### src/rtl/opl3_pkg.sv
// Shared types and constants for the OPL3 host-bus master.
// States R_* exist only when OPL3_BUS_STATUS_READ_EN is defined.
package opl3_pkg;

  localparam int REG_FILE_DATA_WIDTH = 8;

  localparam logic [3:0] ST_IDLE     = 4'd0;
  localparam logic [3:0] ST_A_SETUP  = 4'd1;
  localparam logic [3:0] ST_A_STROBE = 4'd2;
  localparam logic [3:0] ST_A_HOLD   = 4'd3;
  localparam logic [3:0] ST_A_REC    = 4'd4;
  localparam logic [3:0] ST_D_SETUP  = 4'd5;
  localparam logic [3:0] ST_D_STROBE = 4'd6;
  localparam logic [3:0] ST_D_HOLD   = 4'd7;
  localparam logic [3:0] ST_D_REC    = 4'd8;
  localparam logic [3:0] ST_R_SETUP  = 4'd9;
  localparam logic [3:0] ST_R_STROBE = 4'd10;
  localparam logic [3:0] ST_R_HOLD   = 4'd11;
  localparam logic [3:0] ST_R_REC    = 4'd12;

  typedef enum logic [3:0] {
    IDLE     = ST_IDLE,
    A_SETUP  = ST_A_SETUP,
    A_STROBE = ST_A_STROBE,
    A_HOLD   = ST_A_HOLD,
    A_REC    = ST_A_REC,
    D_SETUP  = ST_D_SETUP,
    D_STROBE = ST_D_STROBE,
    D_HOLD   = ST_D_HOLD,
    D_REC    = ST_D_REC
`ifdef OPL3_BUS_STATUS_READ_EN
    ,
    R_SETUP  = ST_R_SETUP,
    R_STROBE = ST_R_STROBE,
    R_HOLD   = ST_R_HOLD,
    R_REC    = ST_R_REC
`endif
  } bus_master_state_t;

  typedef struct packed {
    logic                           bank;
    logic [7:0]                     addr;
    logic [REG_FILE_DATA_WIDTH-1:0] data;
  } bus_write_req_t;

  function automatic int max4(int a, int b, int c, int d);
    int m;
    m = a;
    if (b > m) m = b;
    if (c > m) m = c;
    if (d > m) m = d;
    return m;
  endfunction

endpackage

### src/rtl/host_bus_master_if.sv
// Request and OPL3 host-bus signals of host_bus_master.
// Status-read signals present only with OPL3_BUS_STATUS_READ_EN.
interface host_bus_master_if;

  logic                                     req_valid;
  logic                                     req_ready;
  logic                                     req_bank;
  logic [7:0]                               req_addr;
  logic [opl3_pkg::REG_FILE_DATA_WIDTH-1:0] req_data;
  logic                                     busy;
  logic                                     cs_n;
  logic                                     rd_n;
  logic                                     wr_n;
  logic [1:0]                               address;
  logic [opl3_pkg::REG_FILE_DATA_WIDTH-1:0] dout;
`ifdef OPL3_BUS_STATUS_READ_EN
  logic                                     rd_req;
  logic                                     rd_ack;
  logic [opl3_pkg::REG_FILE_DATA_WIDTH-1:0] din;
  logic [opl3_pkg::REG_FILE_DATA_WIDTH-1:0] status;
`endif

  modport master (
    input  req_valid, req_bank, req_addr, req_data,
    output req_ready, busy, cs_n, rd_n, wr_n, address, dout
`ifdef OPL3_BUS_STATUS_READ_EN
    ,
    input  rd_req, din,
    output rd_ack, status
`endif
  );

  modport slave (
    output req_valid, req_bank, req_addr, req_data,
    input  req_ready, busy, cs_n, rd_n, wr_n, address, dout
`ifdef OPL3_BUS_STATUS_READ_EN
    ,
    output rd_req, din,
    input  rd_ack, status
`endif
  );

endinterface

### src/rtl/bus_phase_timer.sv
// Loadable down-counter shared by every bus phase; done_o is high while the
// count is zero, so a load of N-1 gives an N-cycle state.
module bus_phase_timer #(
  parameter int CNT_W = 5
) (
  input  logic             clk,
  input  logic             reset,
  input  logic             load_i,
  input  logic [CNT_W-1:0] load_val_i,
  output logic             done_o
);

  logic [CNT_W-1:0] cnt_q, cnt_d;

  always_comb begin
    cnt_d = cnt_q;
    if (load_i)
      cnt_d = load_val_i;
    else if (cnt_q != '0)
      cnt_d = cnt_q - 1'b1;
  end

  always_ff @(posedge clk or posedge reset) begin
    if (reset) cnt_q <= '0;
    else       cnt_q <= cnt_d;
  end

  assign done_o = (cnt_q == '0);

endmodule

### src/rtl/host_bus_master.sv
// OPL3 host-bus initiator: queued register writes become paced address/data bus cycles.
// Optional status read via `OPL3_BUS_STATUS_READ_EN (absent by default, rd_n tied high).
module host_bus_master
  import opl3_pkg::*;
#(
  parameter int SETUP_CYCLES   = 1,
  parameter int STROBE_CYCLES  = 4,
  parameter int HOLD_CYCLES    = 1,
  parameter int RECOVER_CYCLES = 16
) (
  input  logic         clk,
  input  logic         reset,
  host_bus_master_if.master bus
);

  localparam int MAX_CYCLES = max4(SETUP_CYCLES, STROBE_CYCLES, HOLD_CYCLES, RECOVER_CYCLES);
  localparam int CNT_W      = $clog2(MAX_CYCLES + 1);
  localparam int W          = REG_FILE_DATA_WIDTH;

  bus_master_state_t state_q, state_d;
  bus_write_req_t    req_q, req_d;
  logic [8:0]        last_q;
  logic              last_vld_q;
  logic              run_q;
  logic              cs_n_q, wr_n_q;
  logic [1:0]        address_q;
  logic [W-1:0]      dout_q;
  logic              tmr_load, tmr_done;
  logic [CNT_W-1:0]  tmr_val;
  logic              accept, skip;

  function automatic logic [CNT_W-1:0] dur(bus_master_state_t s);
    case (s)
      A_SETUP, D_SETUP:   return CNT_W'(SETUP_CYCLES - 1);
      A_STROBE, D_STROBE: return CNT_W'(STROBE_CYCLES - 1);
      A_HOLD, D_HOLD:     return CNT_W'(HOLD_CYCLES - 1);
      A_REC, D_REC:       return CNT_W'(RECOVER_CYCLES - 1);
`ifdef OPL3_BUS_STATUS_READ_EN
      R_SETUP:            return CNT_W'(SETUP_CYCLES - 1);
      R_STROBE:           return CNT_W'(STROBE_CYCLES - 1);
      R_HOLD:             return CNT_W'(HOLD_CYCLES - 1);
      R_REC:              return CNT_W'(RECOVER_CYCLES - 1);
`endif
      default:            return '0;
    endcase
  endfunction

  // run_q keeps req_ready low while reset is asserted and for the first cycle after.
`ifdef OPL3_BUS_STATUS_READ_EN
  logic         rd_n_q;
  logic [W-1:0] status_q;
  logic         rd_go;

  assign rd_go         = run_q && (state_q == IDLE) && bus.rd_req;
  assign bus.req_ready = run_q && (state_q == IDLE) && !bus.rd_req;
  assign bus.rd_ack    = (state_q == R_REC) && tmr_done;
  assign bus.rd_n      = rd_n_q;
  assign bus.status    = status_q;
`else
  assign bus.req_ready = run_q && (state_q == IDLE);
  assign bus.rd_n      = 1'b1;
`endif

  assign accept = bus.req_valid && bus.req_ready;
  assign skip   = last_vld_q && (last_q == {bus.req_bank, bus.req_addr});

  always_comb begin
    state_d = state_q;
    req_d   = req_q;
    case (state_q)
      IDLE: begin
`ifdef OPL3_BUS_STATUS_READ_EN
        if (rd_go)
          state_d = R_SETUP;
        else
`endif
        if (accept) begin
          req_d   = '{bank: bus.req_bank, addr: bus.req_addr, data: bus.req_data};
          state_d = skip ? D_SETUP : A_SETUP;
        end
      end
      A_SETUP:  if (tmr_done) state_d = A_STROBE;
      A_STROBE: if (tmr_done) state_d = A_HOLD;
      A_HOLD:   if (tmr_done) state_d = A_REC;
      A_REC:    if (tmr_done) state_d = D_SETUP;
      D_SETUP:  if (tmr_done) state_d = D_STROBE;
      D_STROBE: if (tmr_done) state_d = D_HOLD;
      D_HOLD:   if (tmr_done) state_d = D_REC;
      D_REC:    if (tmr_done) state_d = IDLE;
`ifdef OPL3_BUS_STATUS_READ_EN
      R_SETUP:  if (tmr_done) state_d = R_STROBE;
      R_STROBE: if (tmr_done) state_d = R_HOLD;
      R_HOLD:   if (tmr_done) state_d = R_REC;
      R_REC:    if (tmr_done) state_d = IDLE;
`endif
      default:  state_d = IDLE;
    endcase
  end

  assign tmr_load = (state_d != state_q);
  assign tmr_val  = dur(state_d);

  bus_phase_timer #(.CNT_W(CNT_W)) u_timer (
    .clk       (clk),
    .reset     (reset),
    .load_i    (tmr_load),
    .load_val_i(tmr_val),
    .done_o    (tmr_done)
  );

  // Bus pins are registered from the next state so they line up with state_q glitch-free.
  always_ff @(posedge clk or posedge reset) begin
    if (reset) begin
      state_q    <= IDLE;
      run_q      <= 1'b0;
      last_vld_q <= 1'b0;
      cs_n_q     <= 1'b1;
      wr_n_q     <= 1'b1;
      address_q  <= 2'b00;
      dout_q     <= '0;
    end else begin
      state_q <= state_d;
      run_q   <= 1'b1;
      if ((state_q == A_REC) && tmr_done)
        last_vld_q <= 1'b1;
      cs_n_q <= !(state_d inside {A_STROBE, D_STROBE
`ifdef OPL3_BUS_STATUS_READ_EN
                                  , R_STROBE
`endif
                                  });
      wr_n_q <= !(state_d inside {A_SETUP, A_STROBE, A_HOLD, D_SETUP, D_STROBE, D_HOLD});
      case (state_d)
        A_SETUP, A_STROBE, A_HOLD: begin
          address_q <= {req_d.bank, 1'b0};
          dout_q    <= req_d.addr;
        end
        D_SETUP, D_STROBE, D_HOLD: begin
          address_q <= {req_d.bank, 1'b1};
          dout_q    <= req_d.data;
        end
`ifdef OPL3_BUS_STATUS_READ_EN
        R_SETUP, R_STROBE, R_HOLD: address_q <= 2'b00;
`endif
        default: ;
      endcase
    end
  end

  always_ff @(posedge clk) begin
    req_q <= req_d;
    if ((state_q == A_REC) && tmr_done)
      last_q <= {req_q.bank, req_q.addr};
  end

`ifdef OPL3_BUS_STATUS_READ_EN
  always_ff @(posedge clk or posedge reset) begin
    if (reset) begin
      rd_n_q   <= 1'b1;
      status_q <= '0;
    end else begin
      rd_n_q <= !(state_d inside {R_SETUP, R_STROBE, R_HOLD});
      if ((state_q == R_STROBE) && tmr_done)
        status_q <= bus.din;
    end
  end
`endif

  assign bus.busy    = (state_q != IDLE);
  assign bus.cs_n    = cs_n_q;
  assign bus.wr_n    = wr_n_q;
  assign bus.address = address_q;
  assign bus.dout    = dout_q;

endmodule

### src/flat_wrapper.sv
// flat-port wrapper written by rule: the top's interface ports become plain ports
module host_bus_master_flat import opl3_pkg::*;
#(
  parameter int SETUP_CYCLES   = 1,
  parameter int STROBE_CYCLES  = 4,
  parameter int HOLD_CYCLES    = 1,
  parameter int RECOVER_CYCLES = 16
)
  (clk, reset, bus_req_valid, bus_req_bank, bus_req_addr, bus_req_data, bus_req_ready, bus_busy, bus_cs_n, bus_rd_n, bus_wr_n, bus_address, bus_dout);
  host_bus_master_if bus_i ();
  input  logic clk;
  input  logic reset;
  input wire logic [$bits(bus_i.req_valid)-1:0] bus_req_valid;
  input wire logic [$bits(bus_i.req_bank)-1:0] bus_req_bank;
  input wire logic [$bits(bus_i.req_addr)-1:0] bus_req_addr;
  input wire logic [$bits(bus_i.req_data)-1:0] bus_req_data;
  output wire logic [$bits(bus_i.req_ready)-1:0] bus_req_ready;
  output wire logic [$bits(bus_i.busy)-1:0] bus_busy;
  output wire logic [$bits(bus_i.cs_n)-1:0] bus_cs_n;
  output wire logic [$bits(bus_i.rd_n)-1:0] bus_rd_n;
  output wire logic [$bits(bus_i.wr_n)-1:0] bus_wr_n;
  output wire logic [$bits(bus_i.address)-1:0] bus_address;
  output wire logic [$bits(bus_i.dout)-1:0] bus_dout;
  assign bus_i.req_valid = bus_req_valid;
  assign bus_i.req_bank = bus_req_bank;
  assign bus_i.req_addr = bus_req_addr;
  assign bus_i.req_data = bus_req_data;
  assign bus_req_ready = bus_i.req_ready;
  assign bus_busy = bus_i.busy;
  assign bus_cs_n = bus_i.cs_n;
  assign bus_rd_n = bus_i.rd_n;
  assign bus_wr_n = bus_i.wr_n;
  assign bus_address = bus_i.address;
  assign bus_dout = bus_i.dout;
  host_bus_master #(.SETUP_CYCLES(SETUP_CYCLES), .STROBE_CYCLES(STROBE_CYCLES), .HOLD_CYCLES(HOLD_CYCLES), .RECOVER_CYCLES(RECOVER_CYCLES)) u_core (.clk(clk), .reset(reset), .bus(bus_i));
endmodule
### config.mk
export PLATFORM = sky130hd
export DESIGN_NAME = host_bus_master_flat
export DESIGN_NICKNAME = d
export VERILOG_FILES = /design/src/rtl/opl3_pkg.sv /design/src/rtl/host_bus_master_if.sv /design/src/rtl/bus_phase_timer.sv /design/src/rtl/host_bus_master.sv /design/src/flat_wrapper.sv
export SDC_FILE = /design/constraint.sdc
export NUM_CORES = 1
export LEC_CHECK = 0
export BUFFER_PORTS_ARGS = -buffer_cell sky130_fd_sc_hd__buf_2
export CAP_MARGIN = 10
export CORE_MARGIN = 3
export CORE_UTILIZATION = 40
export DETAILED_ROUTE_END_ITERATION = 8
export PLACE_DENSITY_LB_ADDON = 0.3
export SYNTH_ARGS = -nofsm -noshare
export SYNTH_HDL_FRONTEND = slang
export SYNTH_SLANG_ARGS = --single-unit
### constraint.sdc
create_clock -name clk -period 4 [get_ports clk]
set_clock_uncertainty 0.05 [all_clocks]
set_input_delay 0.6 -clock clk [delete_from_list [all_inputs] [get_ports clk]]
set_output_delay 0.6 -clock clk [all_outputs]
set_load 0.01 [all_outputs]
Yosys cells after proc, flatten, opt, wreduce, memory -nomap -nowiden:

Memory sizes are Yosys's and may differ from the RTL's.
Cells that the tools add are included.
W data, S select, Z words.

* memories kept: 1
* output and inout bits: 15
* flip-flop bits (word level): 49
* bits in read-only memories: 64

* mux-type cells: 17
* reduce and logical (&&, ||, !) cells: 16
* $add $sub $neg: 1
* eq/ne operators: 16

Memory list
* (no name shown): depth 16, width 4, read ports 1, clocked after Yosys merged registers in 0, wr ports 0, line host_bus_master.sv:33 `case (s)`

Operator list (number)
* $mux W4: 9
* $pmux W4 S9: 1
* $mux W17: 2
* $eq A4 B3 Y1 const B: 7
* $eq A4 B2 Y1 const B: 4
* $pmux W8 S2: 1
* $mux W5: 2
* $eq A9 B9 Y1: 1
* $eq A4 B1 Y1 const B: 2
* $reduce_bool A2 Y1: 3
* $reduce_bool A6 Y1: 1
* $reduce_or A3 Y1: 2
* $logic_not A5 Y1: 1
* $reduce_bool A5 Y1: 1
* $sub A5 B1 Y5 const B: 1
* $eq A4 B4 Y1 const B: 1
* $logic_and A1 B1 Y1: 4
* $logic_not A4 Y1: 1
* $ne A4 B4 Y1: 1
* $pmux W2 S2: 1
* $reduce_bool A4 Y1: 1
* $mux W3: 1
* $logic_not A1 Y1: 2

Depth between registers and ports, before layout:

Gate-level depths: netlist of run 1.

* depth after elaboration: 8
* mapped depth: 10

Hierarchy:

A second synthesis of run 1 with hierarchy kept.

* cell total of the unflattened synthesis: 186
* area total of the unflattened synthesis: 2169.6 um^2

By module, submodules not included
* host_bus_master: cells each 158, instances 1, seq. area each 1063.5 um^2, area each 1886.8 um^2
* bus_phase_timer: cells each 28, instances 1, seq. area each 125.1 um^2, area each 282.8 um^2

Worst setup path after synthesis of run 1:

Ideal clock, no wire load.

* path type: reg2reg
* start point: register u_core.u_timer.cnt_q[0]
* end point: register u_core.last_q[0] (enable)
* required time: 3.549 ns
* cell stages (with the launch flop): 6
* library setup time: 0.401 ns
* period minus slack after synthesis: 2.687 ns
* path buffers: 0
* arrival: 2.236 ns
* setup slack: 1.313 ns
* path through: dfrtp_1 > inv_1 > ha_1 > nor4b_2 > nand2_1 > nor4_1

* cells in the longest elaborated chain, start to end: 2

Ends and longest elaborated chain
* start, declared: line bus_phase_timer.sv:13 `logic [CNT_W-1:0] cnt_q, cnt_d;`
* start signal, assigned: line bus_phase_timer.sv:25 `else cnt_q <= cnt_d;`
* $logic_not A5 Y1: line bus_phase_timer.sv:28 `assign done_o = (cnt_q == '0);`
* $logic_and A1 B1 Y1: line host_bus_master.sv:151 `if ((state_q == A_REC) && tmr_done)`
* end signal, assigned: line host_bus_master.sv:152 `last_q <= {req_q.bank, req_q.addr};`
* end, declared: line host_bus_master.sv:22 `logic [8:0] last_q;`

No other way between the ends.
A chain may end at the register's enable or synchronous reset.

Final worst setup path of run 1:

* start point: register u_core.state_q[0]
* end point: register u_core.dout_q[4] (netlist: u_core.bus.dout[4])

* cells in the longest elaborated chain, start to end: 8
* elaborated cells between the ends (all ways): 33
* classes of those cells: 14 x eq/ne; 13 x mux; 6 x reduce/logical

Ends and longest elaborated chain
* start, declared: line host_bus_master.sv:20 `bus_master_state_t state_q, state_d;`
* start signal, assigned: line host_bus_master.sv:122 `state_q <= state_d;`
* $logic_not A4 Y1: line host_bus_master.sv:60, host_bus_master.sv:70
* $logic_and A1 B1 Y1: line host_bus_master.sv:60 `assign bus.req_ready = run_q && (state_q == IDLE);`
* $logic_and A1 B1 Y1: line host_bus_master.sv:64 `assign accept = bus.req_valid && bus.req_ready;`
* $mux W4: line host_bus_master.sv:77 `if (accept) begin`
* $pmux W4 S9: line host_bus_master.sv:70 `case (state_q)`
* $eq A4 B3 Y1, or another cell as far along: line host_bus_master.sv:132 `case (state_d)`
* $reduce_or A3 Y1: line host_bus_master.sv:132
* $pmux W8 S2 or $reduce_bool A2 Y1 (tied branches)
* end signal, assigned: line host_bus_master.sv:135 `dout_q <= req_d.addr;`
* end signal, assigned: line host_bus_master.sv:139 `dout_q <= req_d.data;`
* end, declared: line host_bus_master.sv:27 `logic [W-1:0] dout_q;`

Parallel ways exist; a longest one is shown, timed or not.

==> metrics.txt, run 1 <==
I/O pin cnt 35; Syn-to-layout area delta 15.34%; grt total ovfl 0; post-synthesis register bit count 49; Total GRT Usage 0.1479; Max-slew headroom 0.4069; post-CTS sizing 0; Seq/Total Area, Yosys 0.5319; crit path time final 2.834 ns; Port Buf Inserts 33; Num CTS Buffers 5; initial antenna violation count 0; Die H 80.75 um; reg2reg path depth 6; CTS tree done; RePlAce Congestion 0.8472; Mapped Area 0.002235 mm2; final worst setup slack 1.166 ns; maxcap violations 0; P per Cell Area 808.5 mW/mm2; Worst Tran Pin Value 0.8886 ns; Max Used Layer met4; Syn Inst Count 197; worst setup path class flop to flop; die width 80.75 um; Final Slew Violations 0; Die Area 0.006520 mm2; Final Cell Area 0.002577 mm2; RSZ-0062 raised after global routing no; status completed; Layout Nets 253; pre-CTS setup slack 1.198 ns; hold path depth 0; first-pass GRT wire length 7.320 mm; core area 0.005270 mm2; CP arrival 2.96 ns; Hold Slack 0.3798 ns; Pleak 1.052 nW; Netlist cell types 42; number of setup buffers added after CTS 0; Initial Utilization 0.4240; fill count 497; Post-Layout Cell Count 302; layout cells sized above 1 0.3448; Warnings, synthesis 0; asr flop ratio synth 0.4694; CTS Hold Bufs 0; root buf cell clkbuf_8; n_diodes 0; worst hold-check path type flop to flop; clock latency on the worst-skew pair 0.30 ns; Post-synth EDFFs 9; Max Clock Freq 352.9 MHz; DPL Wire Length 3.159 mm; final wirelength 4.297 mm; DRT iter0 DRCs 106; worst vdd ir 0.0005167 V; vias in the first global route 1477; # clock sinks 49; DR vias/cell 5.020; Worst Path Max Fanout 18; post-route ant nets 0; setup slack, reg-to-reg 1.17 ns; routed vias 1516; Met1 Routed Length 2.139 mm; syn avg cell area 11.34 um2; CTS max path bufs 2; met2 WL 1.927 mm; dpl cell area 0.002461 mm2; Critical Path Sink Type flop; largest net degree at the start of global routing 24; Final setup viols 0; Total Power 2.084 mW; CP Data Required Time 4.13 ns; # DRC 0; per-cell routed wire length 14.23 um; metal3 WL 168 um; Synth Flop Type dfrtp_1; setup_tns 0 ns; # rows 26; CTS H-Tree Depth 2; Core Util, Final 0.4891; Worst-path clk slew 0.10 ns; DRT Pass-1 Iters 4; Cells after DPL 294; CP startpoint kind flop; Final Hold Viols 0; Final Cycle Share 0.7085
## worst paths after layout
path | end | startpoint
worst max-delay path | u_core.bus.dout[4] | u_core.state_q[0]
worst min-delay path | u_core.last_q[4] | u_core.req_q[12]
worst max register to register | u_core.bus.dout[4] | u_core.state_q[0]
worst min register to register | u_core.last_q[4] | u_core.req_q[12]
max in group asynchronous | u_core.state_q[3] | reset
min in group asynchronous | u_core.bus.dout[5] | reset
## sequential cells by signal, summed over array words and instances, names as in the netlist
| name | flops |
|---|---|
| u_core.state_q | 4 |
| u_core.u_timer.cnt_q | 5 |
| u_core.bus.dout | 8 |
| u_core.bus.cs_n | 1 |
| u_core.last_q | 9 |
| u_core.bus.address | 2 |
| u_core.run_q | 1 |
| u_core.req_q | 17 |
| u_core.bus.wr_n | 1 |
| u_core.last_vld_q | 1 |
## kinds of logic (layout without fill, tap and decap cells)
group | Yosys count | after routing | synth area share
simple gates | 66 | 66 | 0.1596
compound gates | 32 | 32 | 0.1198
buf+inv | 17 | 51 | 0.03919
other cells | 1 | 2 | 0.001678
mux | 17 | 17 | 0.08566
fa+ha+maj | 2 | 2 | 0.01120
flops | 49 | 49 | 0.5319
xor+xnor | 13 | 13 | 0.05095
## per-layer routing
metal  global-route usage  vias up
li1                     -      766
met1               0.2105      717
met2               0.2185       29
met3              0.03215        4
met4              0.05912        0
met5                    0        -
## layout make-up
cell class | count | area [um2] | area share
clock buffers | 5 | 68.82 | 0.02670
inverters | 6 | 22.52 | 0.008738
multi-input cells | 132 | 967.2 | 0.3752
flip-flops and latches | 49 | 1189 | 0.4612
well taps | 70 | 87.58 | 0.03398
repair buffers | 37 | 195.2 | 0.07573
clock inverters | 3 | 47.55 | 0.01845
## worst max-delay path: stages, from the launching register on
cell and delay (ns):
dfrtp_1 0.48, or3_1 0.50, or3_1 0.54, o31ai_4 0.11, clkinv_1 0.43, nor4_1 0.53, a211oi_2 0.09
## placed cells by master (no fill, tap or decap), types with 2 or more instances in the layout
cell type	synthesis	layout
buf_2	4	33
nor2_1	25	25
dfrtp_1	21	21
mux2_2	17	17
dfxtp_1	17	17
nand2_1	14	14
xnor2_1	12	12
nor4_1	9	9
edfxtp_1	9	9
a211oi_2	8	8
o21ai_0	6	6
or3_1	5	5
a21oi_1	5	5
inv_1	5	5
clkbuf_8	0	5
buf_4	1	4
nor3_1	4	3
nand4_1	2	2
o211ai_1	2	2
a2111oi_0	2	2
ha_1	2	2
conb_1	1	2
inv_6	0	2
dfstp_2	2	2
## cell usage after synthesis (2+ instances only)
library cell | count | area, um2
nand2_1 | 14 | 52.55
buf_2 | 4 | 20.02
a2111oi_0 | 2 | 17.52
nand4_1 | 2 | 12.51
ha_1 | 2 | 25.02
dfstp_2 | 2 | 52.55
mux2_2 | 17 | 191.4
or3_1 | 5 | 31.28
o211ai_1 | 2 | 15.01
nor4_1 | 9 | 56.30
nor3_1 | 4 | 20.02
buf_6 | 2 | 22.52
inv_1 | 5 | 18.77
dfrtp_1 | 21 | 525.5
edfxtp_1 | 9 | 270.3
nor2_1 | 25 | 93.84
o21ai_0 | 6 | 30.03
xnor2_1 | 12 | 105.1
a211oi_2 | 8 | 100.1
dfxtp_1 | 17 | 340.3
a21oi_1 | 5 | 25.02
clkbuf_1 | 4 | 15.01
## power by group
group / internal, mW / switching (mW) / leakage, nW
clock: 0.191 / 0.172 / 0.0591
combinational: 0.393 / 0.493 / 0.492
sequential: 0.722 / 0.112 / 0.501
total: 1.31 / 0.777 / 1.05
Note: power is estimated with default switching activity, not from simulation.
==> run 2, diff against run 1 <==
--- a/config.mk
+++ b/config.mk
@@ -5,6 +5,7 @@
 export SDC_FILE = /design/constraint.sdc
 export NUM_CORES = 1
 export LEC_CHECK = 0
+export ABC_AREA = 1
 export BUFFER_PORTS_ARGS = -buffer_cell sky130_fd_sc_hd__buf_2
 export CAP_MARGIN = 10
 export CORE_MARGIN = 3
==> constraint.sdc (replaced) <==
create_clock -name clk -period 2.5 [get_ports clk]
set_clock_uncertainty 0.05 [all_clocks]
set_input_delay 0.375 -clock clk [delete_from_list [all_inputs] [get_ports clk]]
set_output_delay 0.375 -clock clk [all_outputs]
set_load 0.01 [all_outputs]
==> metrics.txt, run 2 <==
vias in the first global route 1565; I/O pin cnt 35; maxcap violations 0; grt total ovfl 0; clock latency on the worst-skew pair 0.30 ns; status completed; Final Hold Viols 0; DRT Pass-1 Iters 4; Reg area 0.001189 mm2; Syn-to-layout area delta 14.81%; Netlist cell types 28; most numerous cell on the critical path nand2_1; Synth Area in Compound Gates 0.06877; post-route ant nets 0; Multi-input gate area 859.6 um2; die width 81.10 um; per-cell routed wire length 11.32 um; Initial Utilization 0.4281; Synth Area in XOR/XNOR 0.01941; largest net degree at the start of global routing 24; Logic pwr share 0.449; CP arrival 2.30 ns; Warnings, synthesis 0; setup slack, reg-to-reg 0.32 ns; RePlAce Congestion 0.8110; top-count cell post-synth nand2_1; initial antenna violation count 0; CP Data Required Time 2.62 ns; Largest register FFs 17; setup_tns 0 ns; n_diodes 0; CTS tree done; P_int 2.020 mW; largest family of logic cells by synthesized area simple AND/OR/NAND/NOR gates; final wirelength 4.312 mm; # rows 26; CTS H-Tree Depth 2; first-pass GRT wire length 7.272 mm; Pleak 1.341 nW; Post-Layout Cell Count 381; Core Util, Final 0.4915; Port Buf Inserts 33; dpl cell area 0.002477 mm2; top cells by count, synth nand2_1, inv_1, dfrtp_1; Num CTS Buffers 5; slowest CP cell dfrtp_1; CTS Hold Bufs 0; CP startpoint kind flop; Worst-path clk slew 0.09 ns; Seq/Total Area, Yosys 0.5269; reg2reg path depth 11; worst hold-check path type input pin to async pin; Synth top area share 0.2329; # DRC 0; Post-synth EDFFs 9; Synth Flop Type dfrtp_1; P per Cell Area 1305 mW/mm2; Reg power frac 0.386; layout cells sized above 1 0.2315; Post-Synth Simple-Gate Area 0.2784; root buf cell clkbuf_8; DR vias/cell 4.522; Hold Slack 0.05395 ns; Total GRT Usage 0.1457; routed vias 1723; post-synthesis mux area share 0; top area cells in the synthesized netlist dfrtp_1, dfxtp_1, nand2_1, edfxtp_1, inv_1; Synth Area in Adders 0.01109; Final Slew Violations 0; fill count 527; worst r2r src u_core.state_q[3]; post-CTS sizing 0; CTS max path bufs 2; Syn Inst Count 272; reg2reg end u_core.u_timer.cnt_q[2]; post-synthesis register bit count 49; most common cell after layout, fill and taps aside nand2_1; clock share of power 0.165; Worst Path Max Fanout 9; DPL Wire Length 3.211 mm; Final setup viols 0; Cells after DPL 373; Mapped Area 0.002256 mm2; number of setup buffers added after CTS 0; # clock sinks 49; Switching Power 1.359 mW; Die Area 0.006577 mm2; Die H 81.10 um; worst vdd ir 0.0007290 V; crit-path max cell delay 0.44 ns; Final Cycle Share 0.8714; CP Cell Sequence nor2_2 > nand2_2 > nor3_4 > buf_4 > nor2_4 > nand2_4 > nand2_1 > nand2_1 > inv_1 > o21ai_0 > a21oi_1; Max Clock Freq 459.0 MHz; worst setup path class flop to flop; crit path time final 2.179 ns; syn avg cell area 8.294 um2; core area 0.005270 mm2; Biggest register u_core.req_q; Critical Path Sink Type flop; DRT iter0 DRCs 93; asr flop ratio synth 0.4694; cell taking the most area after synthesis dfrtp_1; RSZ-0062 raised after global routing no; CP Launch Point u_core.state_q[3]; Final Cell Area 0.002590 mm2; most frequent cells in the layout nand2_1, inv_1, buf_2, dfrtp_1; Layout Nets 332; Switching Fraction 0.4022
==> run 2: cell count changes after synthesis, sizes merged, moves of 4 or more <==
cell	delta
nand2	+74
inv	+36
mux2	-17
o21ai	+14
nand3	+12
nor4	-10
a211oi	-9
or2	+8
xnor2	-7
or3	-5
clkbuf	-4
==> run 2: area by class of cell <==
| cell class | count | share of cell area |
|---|---|---|
| Clock buffer | 5 | 0.02657 |
| Sequential cell | 49 | 0.4589 |
| Multi-Input combinational cell | 177 | 0.3319 |
| Clock inverter | 3 | 0.01691 |
| Timing Repair Buffer | 36 | 0.07246 |
| Tap cell | 70 | 0.03382 |
| Inverter | 41 | 0.05942 |
==> run 2: worst max path at each step <==
stage	end	slack (ns)	cells after the start
CTS	u_core.u_timer.cnt_q[2]	0.25	11
global placement	u_core.u_timer.cnt_q[2]	0.27	11
detailed placement	u_core.u_timer.cnt_q[2]	0.29	11
floorplan	u_core.u_timer.cnt_q[2]	0.52	13
global route	u_core.u_timer.cnt_q[0]	0.08	11
finish	u_core.u_timer.cnt_q[2]	0.32	11
==> run 2: layer usage <==
metal  routed length [um]  share of wire  global-route usage
met5                    0              0                   0
met4                   43          0.010             0.04054
met3                  189          0.044             0.03769
met2                 1753           0.41              0.1938
met1                 2327           0.54              0.2295
==> run 2: per-stage QoR <==
step                total power, mW  worst slack [ns]
global placement              2.818            0.2735
global route                  3.713           0.07795
CTS                           3.419            0.2529
detailed placement            2.844            0.2852
finish                        3.379            0.3214
floorplan                     2.516            0.5167
==> run 2: power by group through the flow <==
stage	Combinational (mW)	Clock [mW]	Sequential (mW)
2_1_floorplan	1.18	0	1.34
3_3_place_gp	1.50	0	1.31
3_5_place_dp	1.53	0	1.31
4_1_cts	1.54	0.579	1.30
5_1_grt	1.76	0.611	1.34
6_report	1.52	0.559	1.30
==> run 2: worst max-delay path, delay by kind of cell (launching register included) <==
kind / cells / cell delay [ns]
and+or+nand+nor: 7 / 1.04
buffers and inverters: 2 / 0.35
DFF: 1 / 0.44
AOI/OAI and AO/OA: 2 / 0.17
==> run 2: cell families (layout without fill, tap and decap cells) <==
family / Yosys count / count (layout)
fa+ha+maj: 2 / 2
simple gates: 138 / 138
compound gates: 30 / 30
flops: 49 / 49
other cells: 1 / 2
xor+xnor: 5 / 5
buf+inv: 47 / 85
